**src/rtl/miss_refill_arbiter.sv**
```systemverilog
// Miss/refill arbiter: puts I-cache and D-cache miss traffic onto one shared
// memory port. A D-cache miss takes priority over an I-cache miss. A dirty
// victim is written back before the D-cache refill starts.
module miss_refill_arbiter #(
  parameter int WORDS = 4,
  parameter int IW    = 2,
  parameter int AW    = 16,
  parameter int DW    = 16
) (
  input  logic          clk,
  input  logic          rst,
  input  logic          ic_miss,
  input  logic [AW-1:0] ic_addr,
  input  logic          dc_miss,
  input  logic [AW-1:0] dc_addr,
  input  logic          dc_dirty,
  input  logic [AW-1:0] dc_victim_addr,
  input  logic [DW-1:0] dc_wb_data,
  output logic [IW-1:0] wb_idx,
  output logic          mem_req,
  output logic          mem_we,
  output logic [AW-1:0] mem_addr,
  output logic [DW-1:0] mem_wdata,
  input  logic [DW-1:0] mem_rdata,
  input  logic          mem_ack,
  output logic          fill_we,
  output logic          fill_sel,
  output logic [IW-1:0] fill_idx,
  output logic [DW-1:0] fill_data,
  output logic          ic_done,
  output logic          dc_done,
  output logic          busy
);

  typedef enum logic [2:0] {IDLE, D_WB, D_FILL, I_FILL, DONE} state_t;

  localparam logic [IW-1:0] LAST_BEAT = IW'(WORDS - 1);

  state_t        state, state_nxt;
  logic [IW-1:0] beat, beat_nxt;
  logic [AW-1:0] miss_base, miss_base_nxt;
  logic [AW-1:0] vic_base, vic_base_nxt;
  logic          req_d, req_d_nxt;   // latched requester: 1 = D-cache, 0 = I-cache

  // Align an address down to the start of its cache block.
  function automatic logic [AW-1:0] block_base(input logic [AW-1:0] a);
    return {a[AW-1:IW], {IW{1'b0}}};
  endfunction

  // Form a beat address from a block base and a word index.
  function automatic logic [AW-1:0] beat_addr(input logic [AW-1:0] base,
                                              input logic [IW-1:0] b);
    return base | AW'(b);
  endfunction

  // State, beat counter and latched transaction parameters.
  always_ff @(posedge clk) begin
    if (rst) begin
      state     <= IDLE;
      beat      <= '0;
      miss_base <= '0;
      vic_base  <= '0;
      req_d     <= 1'b0;
    end else begin
      state     <= state_nxt;
      beat      <= beat_nxt;
      miss_base <= miss_base_nxt;
      vic_base  <= vic_base_nxt;
      req_d     <= req_d_nxt;
    end
  end

  // Next-state logic and outputs. All outputs are forced low while rst is
  // high, so a reset mid-transaction is silent in the same cycle.
  always_comb begin
    state_nxt     = state;
    beat_nxt      = beat;
    miss_base_nxt = miss_base;
    vic_base_nxt  = vic_base;
    req_d_nxt     = req_d;
    mem_req       = 1'b0;
    mem_we        = 1'b0;
    mem_addr      = '0;
    mem_wdata     = '0;
    wb_idx        = '0;
    fill_we       = 1'b0;
    fill_sel      = 1'b0;
    fill_idx      = '0;
    fill_data     = '0;
    ic_done       = 1'b0;
    dc_done       = 1'b0;
    busy          = 1'b0;

    case (state)
      IDLE: begin
        if (dc_miss) begin
          req_d_nxt     = 1'b1;
          miss_base_nxt = block_base(dc_addr);
          if (dc_dirty) begin
            vic_base_nxt = block_base(dc_victim_addr);
            state_nxt    = D_WB;
          end else begin
            state_nxt = D_FILL;
          end
        end else if (ic_miss) begin
          req_d_nxt     = 1'b0;
          miss_base_nxt = block_base(ic_addr);
          state_nxt     = I_FILL;
        end
      end
      D_WB, D_FILL, I_FILL: begin
        if (mem_ack) begin
          if (beat == LAST_BEAT) begin
            beat_nxt  = '0;
            state_nxt = (state == D_WB) ? D_FILL : DONE;
          end else begin
            beat_nxt = beat + 1'b1;
          end
        end
      end
      DONE:    state_nxt = IDLE;
      default: state_nxt = IDLE;
    endcase

    if (!rst) begin
      busy = (state != IDLE);
      case (state)
        D_WB: begin
          mem_req   = 1'b1;
          mem_we    = 1'b1;
          mem_addr  = beat_addr(vic_base, beat);
          mem_wdata = dc_wb_data;
          wb_idx    = beat;
        end
        D_FILL, I_FILL: begin
          mem_req   = 1'b1;
          mem_addr  = beat_addr(miss_base, beat);
          fill_we   = mem_ack;
          fill_sel  = (state == D_FILL);
          fill_idx  = beat;
          fill_data = mem_rdata;
        end
        DONE: begin
          dc_done = req_d;
          ic_done = !req_d;
        end
        default: ;
      endcase
    end
  end

endmodule

```
**config.mk**
```make
export PLATFORM = sky130hd
export DESIGN_NAME = miss_refill_arbiter
export DESIGN_NICKNAME = d
export VERILOG_FILES = /design/src/rtl/miss_refill_arbiter.sv
export SDC_FILE = /design/constraint.sdc
export NUM_CORES = 1
export LEC_CHECK = 0
export CORE_MARGIN = 5
export CORE_UTILIZATION = 30
export CTS_CLUSTER_DIAMETER = 150
export DETAILED_ROUTE_END_ITERATION = 7
export GPL_ROUTABILITY_DRIVEN = 0
export PLACE_DENSITY_LB_ADDON = 0.15
export SLEW_MARGIN = 20
export SYNTH_ARGS = -nofsm -noshare
export SYNTH_HDL_FRONTEND = slang
export SYNTH_SLANG_ARGS = --single-unit
```
**constraint.sdc**
```tcl
create_clock -name clk -period 4.3 [get_ports clk]
set_input_delay 0.43 -clock clk [delete_from_list [all_inputs] [get_ports clk]]
set_output_delay 0.43 -clock clk [all_outputs]
set_load 0.05 [all_outputs]
```
==> reports/qor_table.md, run 1 <==
| Metric | This run | Unit |
|---|---|---|
| Pin count of the biggest net entering global routing | 44 | - |
| Core Rows | 30 | - |
| Core area | 6830 | sq um |
| Post-synthesis average cell area | 9.20 | sq um |
| Max-cap violations | 0 | - |
| Critical Path Slowest Stage Cell | clkdlybuf4s50_1 | - |
| Total Routed Length | 7.13 | mm |
| Clock insertion delay at the later pin of the skew report | 0.29 | ns |
| Peak VDD IR | 117 | uV |
| Final number of max-transition violations | 0 | - |
| Width of the die | 94.2 | um |
| Vias after detailed routing | 2,117 | - |
| # Post-CTS Setup Buffers | 0 | - |
| Number of clock sinks seen by CTS | 34 | - |
| Cts-stage hold buffer count | 0 | - |
| Total buffers and inverters traversed by the critical path | 2 | - |
| Maximum buffer depth of the clock tree | 2 | - |
| CTS Buf Count | 5 | - |
| GRT Overall Usage | 15.6 | % |
| Drc violations | 0 | - |
| CTS tree | built | - |
| Cells on Worst Hold Path | 2 | - |
| Final Critical Period | 3.38 | ns |
| Count of cells resized by post-cts repair | 0 | - |
| Post-Syn Nets | 318 | - |
| Required time at the worst-slack endpoint | 3.87 | ns |
| Final critical-path share of the clock period | 78.7 | % |
| Number of nets with antenna violations after routing | 0 | - |
| Post-Route Skew | 0.00889 | ns |
| Library cell used as clock root buffer | clkbuf_8 | - |
| Capturing element type of the critical path | primary output | - |
| Register area share after synthesis | 32.0 | % |
| Synth-to-layout area growth | 69.9 | % |
| Via count normalized by instance count | 4.66 | - |
| Worst min path class | flop to flop | - |
| Via count of the first global-routing pass | 2,142 | - |
| Fin nets | 444 | - |
| Global-route wire length before repair | 10.8 | mm |
| Highest achievable clock rate | 296 | MHz |
| R2r startpoint | state[1] | - |
| Cells after synthesis | 231 | - |
| Cell depth of the worst flop-to-flop path | 3 | - |
| Setup repair after global routing missed its margin | no | - |
| Avg WL per Cell | 15.7 | um |
| Utilization after layout | 52.8 | % |
| Port Buffers | 138 | - |
| Critical path peak fanout | 27 | - |
| Delay of the slowest cell on the worst path | 0.81 | ns |
| CP top delay family | buffers and inverters | - |
| Count of final hold-check violations | 0 | - |
| Layout cell share with drive strength beyond 1 | 8.38 | % |
| Slack of the worst reg-to-reg path | 2.17 | ns |
| Critical Path Source Type | flop | - |
| Die area | 8870 | sq um |
| Number of distinct standard cells referenced by the synthesized netlist | 35 | - |
| Estimated wirelength of the detail-placed design | 5.45 | mm |
| Count of state elements after synthesis | 34 | - |
| First drt pass iteration count | 6 | - |
| DRC violation total after the first TritonRoute iteration | 68 | - |
| Destination of the worst hold path | vic_base[5] | - |
| Initial antenna violation count | 0 | - |
| Slew margin rel. | 42.1 | % |
| Hold path startpoint | vic_base[5] | - |
| Starting density of the core | 31.1 | % |
| Top-level I/O count | 145 | - |
| WS Path Type | flop to primary output | - |
| Clock-pin slew on the worst setup and hold paths | 0.07 | ns |
| Post-synth design cell area | 2120 | sq um |
| Synthesis Warnings | 0 | - |
| Result of the run | complete, no violations | - |
| Diodes inserted | 0 | - |
| Overflow after GRT | 0 | - |
| Arrival @ worst endpoint | 2.95 | ns |
| Die H | 94.2 | um |
| P_leak | 1.40 | nW |
| Cell breakdown of the critical path | nor4b_4 > buf_4 > a22o_1 > clkdlybuf4s50_1 | - |
| Total negative slack for setup checks | 0 | ns |
| Reg2reg end | vic_base[15] | - |
| Setup-failing EPs final | 0 | - |
| Power density normalized to cell area | 295 | nW/um^2 |
| Max H-tree Level | 2 | - |
| Transition at the pin with the smallest max-transition slack | 0.868 | ns |
registers in the layout (all words and copies together), names as in the netlist:
| name | cells |
|---|---|
| beat | 2 |
| miss_base | 14 |
| req_d | 1 |
| state | 3 |
| vic_base | 14 |
tightest hold or removal path, cell delays in order, from the launching register on:
cell and delay, ns:
dfxtp_1 0.31, nand2b_1 0.06, mux2i_1 0.06
cell families after synthesis:
logic type | after synthesis | share of synthesized area [%]
fa+ha+maj | 1 | 0.589
mux | 28 | 13.2
simple gates | 95 | 28.9
flops | 34 | 32.0
compound gates | 49 | 18.5
buf+inv | 24 | 6.77
worst max path at each step:
stage / from / slack, ns / to / cells past startpoint
after floorplan: rst / 1.54 / ic_done / 2
after global placement: rst / 1.19 / mem_addr[8] / 6
after detailed placement: state[1] / 1.21 / mem_addr[13] / 4
after CTS: state[1] / 0.89 / mem_addr[13] / 4
after global routing: state[1] / 0.70 / mem_addr[8] / 4
final: state[1] / 0.92 / mem_addr[8] / 4
layout by cell type, fill, tap and decap left out, types with 2 or more instances in the layout:
cell             count
nand3_1              2
nor2_1               5
a22o_1              14
and2_1              18
a21oi_1             17
clkdlybuf4s50_1    137
nand2b_1            31
and3_1              22
a211oi_1             4
dfxtp_1             34
o21ai_0              2
mux2i_1             28
clkbuf_8             6
buf_4                5
a211oi_2            10
nand2_1              3
synthesized netlist by cell type (all sizes together):
cell    instances  share of area (%)
a21oi          17                4.0
dfxtp          34                 32
and2           20                6.0
o21ai           2               0.47
nand2           3               0.53
a22o           14                5.8
and4            1               0.41
nand2b         31                9.1
buf            10                4.2
nor4b           2                1.5
or3b            1               0.41
nand3b          1               0.35
clkbuf         14                2.5
and4b           1               0.47
and3           22                6.5
a21bo           1               0.47
nor2b           1               0.29
a211oi         14                7.3
or2             2               0.59
a32o            1               0.47
or4             1               0.35
ha              1               0.59
nor2            5               0.88
nand3           2               0.47
nor3            2                1.0
mux2i          28                 13
cell type report:
class / instances / area (sq um)
Clock buffer: 6 / 82.6
Clock inverter: 2 / 12.5
Fill cell: 652 / 3220
Multi-Input combinational cell: 173 / 1300
Sequential cell: 34 / 681
Tap cell: 96 / 120
Timing Repair Buffer: 143 / 1410
power breakdown:
group	total (W)	switching [W]	internal, W
sequential	0.000387	0.0000355	0.000352
combinational	0.000427	0.000234	0.000194
clock	0.000248	0.000120	0.000129
per-layer routing:
| metal | vias to the layer above | part of all wire (%) | GRT usage (%) |
|---|---|---|---|
| li1 | 1074 | - | - |
| met1 | 966 | 41 | 18.1 |
| met2 | 69 | 51 | 26.8 |
| met3 | 8 | 6.9 | 5.13 |
| met4 | 0 | 1.3 | 5.42 |
| met5 | - | 0 | 0 |
stage by stage:
stage          worst slack, ns  instance area (sq um)  hold slack [ns]  std cells  total power (W)
2_1_floorplan             1.54                   2120            0.449        231         0.000667
3_3_place_gp              1.19                   3510            0.459        446         0.000819
3_5_place_dp              1.21                   3510            0.466        446         0.000824
4_1_cts                  0.892                   3610            0.468        454          0.00107
5_1_grt                  0.704                   3610            0.497        454          0.00112
6_report                 0.916                   3610            0.481        454          0.00106
No activity file was read; power rests on OpenSTA's default activity.
==> run 2, diff against run 1 <==
==> constraint.sdc (replaced) <==
create_clock -name clk -period 3.3 [get_ports clk]
set_input_delay 0.33 -clock clk [delete_from_list [all_inputs] [get_ports clk]]
set_output_delay 0.33 -clock clk [all_outputs]
set_load 0.05 [all_outputs]
==> run 2 against run 1 <==
Effect of this change:
- first-iteration DRC count grew 46%
- non-clock buffer count grew 1
- utilization rose by 4.7 points
- die area is the same
- flip-flop and latch count unchanged
- wire length grew 1.6%
- critical path depth fell by 1
- total power rose by 36%
- critical endpoint is now mem_req
==> reports/qor_table.md, run 2 (same netlist as run 1, synthesis figures left out) <==
| Metric | This run | Unit | Change |
|---|---|---|---|
| Drc violations | 0 | - | unchanged |
| Power density normalized to cell area | 367 | nW/um^2 | +24% |
| Synth-to-layout area growth | 85.1 | % |  |
| Cts-stage hold buffer count | 0 | - | unchanged |
| Global-route wire length before repair | 11.2 | mm | +3.7% |
| Net switching power | 0.000521 | W | +34% |
| Largest registers | miss_base (14), vic_base (14), state (3) | - |  |
| Result of the run | complete, no violations | - |  |
| CTS Buf Count | 5 | - | unchanged |
| Critical Path Source Type | flop | - |  |
| Top-level I/O count | 145 | - | unchanged |
| First drt pass iteration count | 4 | - | -2 |
| Port Buffers | 138 | - | unchanged |
| Avg WL per Cell | 15.9 | um | +1.4% |
| Clock-pin slew on the worst setup and hold paths | 0.07 | ns | about the same |
| Cell breakdown of the critical path | nor2_1 > nor3_1 > clkdlybuf4s50_1 | - |  |
| Core area | 6830 | sq um | unchanged |
| Total negative slack for setup checks | 0 | ns | unchanged |
| Arrival @ worst endpoint | 2.49 | ns | -0.46 ns |
| DRC violation total after the first TritonRoute iteration | 99 | - | +46% |
| Portion of total power attributed to sequential cells | 35.1 | % | -1.3 points |
| GRT Overall Usage | 16.1 | % | +0.46 points |
| Cells on Worst Hold Path | 2 | - | unchanged |
| Leading cell type in the layout, fill and taps excluded | clkdlybuf4s50_1 | - |  |
| Most used cells in the layout excluding fill and tap cells | 103 x clkdlybuf4s50_1, 34 x dfxtp_1, 32 x buf_12 | - |  |
| Core Rows | 30 | - | unchanged |
| Final Critical Period | 2.82 | ns |  |
| Critical path depth in cells | 3 | - | -1 |
| Delay of the slowest cell on the worst path | 0.87 | ns | +0.06 ns |
| P_leak | 1.56 | nW | +12% |
| Fin nets | 445 | - | +0.23% |
| Pin count of the biggest net entering global routing | 42 | - | -4.5% |
| Slew margin rel. | 42.0 | % | -0.15 points |
| Max H-tree Level | 2 | - | unchanged |
| CP top delay family | flip-flops | - |  |
| Number of fill cells in the layout | 602 | - | -7.7% |
| Number of nets with antenna violations after routing | 0 | - | unchanged |
| Capturing element type of the critical path | primary output | - |  |
| R2r startpoint | state[1] | - |  |
| # Post-CTS Setup Buffers | 0 | - | unchanged |
| Setup repair after global routing missed its margin | no | - |  |
| Count of final hold-check violations | 0 | - | unchanged |
| Peak VDD IR | 184 | uV | +57% |
| Setup-failing EPs final | 0 | - | unchanged |
| Final number of max-transition violations | 0 | - | unchanged |
| Part of the total power dissipated in combinational logic | 42.4 | % | +2.2 points |
| Die area | 8870 | sq um | unchanged |
| Via count normalized by instance count | 4.72 | - | +1.3% |
| Clock insertion delay at the later pin of the skew report | 0.29 | ns | about the same |
| Critical path peak fanout | 27 | - | unchanged |
| Library cell used as clock root buffer | clkbuf_8 | - |  |
| Transition at the pin with the smallest max-transition slack | 0.870 | ns | +0.00219 ns |
| Hold path startpoint | rst | - |  |
| Diodes inserted | 0 | - | unchanged |
| Max-cap violations | 0 | - | unchanged |
| Highest achievable clock rate | 355 | MHz |  |
| Count of cells resized by post-cts repair | 0 | - | unchanged |
| Portion of total power attributed to the clock network | 22.5 | % | -0.9 points |
| Critical Path Slowest Stage Cell | dfxtp_1 | - |  |
| WS Path Type | flop to primary output | - |  |
| Cell depth of the worst flop-to-flop path | 4 | - | +1 |
| Layout cell share with drive strength beyond 1 | 18.1 | % | +9.7 points |
| Setup crit start | state[1] | - |  |
| Starting density of the core | 31.1 | % | unchanged |
| Die H | 94.2 | um | unchanged |
| Post-Route Skew | 0.00694 | ns | -0.00196 ns |
| Destination of the worst hold path | miss_base[13] | - |  |
| Hold WS | 0.394 | ns | -0.0867 ns |
| Overflow after GRT | 0 | - | unchanged |
| Maximum buffer depth of the clock tree | 2 | - | unchanged |
| Internal portion of total power | 0.000921 | W | +37% |
| Worst min path class | input port to flop | - |  |
| Width of the die | 94.2 | um | unchanged |
| Total Routed Length | 7.25 | mm | +1.6% |
| Initial antenna violation count | 0 | - | unchanged |
| Switching Fraction | 36.1 | % | -0.47 points |
| Slack of the worst reg-to-reg path | 1.05 | ns | -1.12 ns |
| Required time at the worst-slack endpoint | 2.97 | ns | -0.90 ns |
| Total buffers and inverters traversed by the critical path | 1 | - | -1 |
| Utilization after layout | 57.6 | % | +4.7 points |
| Number of clock sinks seen by CTS | 34 | - | unchanged |
| Final critical-path share of the clock period | 85.4 | % |  |
| Vias after detailed routing | 2,149 | - | +1.5% |
| CTS tree | built | - |  |
| Estimated wirelength of the detail-placed design | 5.66 | mm | +3.8% |
| Via count of the first global-routing pass | 2,186 | - | +2.1% |
| Reg2reg end | vic_base[6] | - |  |
==> run 2: cell type report <==
class,count,area [sq um],area share (%)
Clock inverter,2,12.5,0.318
Tap cell,96,120,3.05
Multi-Input combinational cell,173,1300,33.1
Sequential cell,34,681,17.3
Clock buffer,6,82.6,2.10
Timing Repair Buffer,144,1740,44.2
==> run 2: how the worst max path moves through the flow <==
stage | end | slack (ns)
2_1_floorplan | ic_done | 0.64
3_3_place_gp | ic_done | 0.89
3_5_place_dp | mem_req | 0.83
4_1_cts | mem_req | 0.49
5_1_grt | mem_req | 0.33
6_report | mem_req | 0.48
==> run 2: routing by layer <==
layer | part of all wire (%) | track usage, % | vias to the layer above
li1 | - | - | 1073
met1 | 43 | 20.0 | 992
met2 | 50 | 27.0 | 74
met3 | 5.6 | 4.01 | 10
met4 | 1.6 | 5.17 | 0
met5 | 0 | 0 | -
==> run 2: power groups by stage <==
stage	Combinational [W]	Clock, W	Sequential [W]
2_1_floorplan	0.000380	0	0.000490
3_3_place_gp	0.000607	0	0.000513
3_5_place_dp	0.000614	0	0.000515
4_1_cts	0.000616	0.000331	0.000506
5_1_grt	0.000649	0.000352	0.000513
6_report	0.000611	0.000324	0.000506
==> run 2: through the flow <==
stage	std cells	total power, W	cell area [sq um]	worst slack (ns)
4_1_cts	455	0.00145	3930	0.493
3_5_place_dp	447	0.00113	3840	0.834
3_3_place_gp	447	0.00112	3840	0.887
5_1_grt	455	0.00151	3930	0.329
6_report	455	0.00144	3930	0.482
2_1_floorplan	231	0.000869	2120	0.644
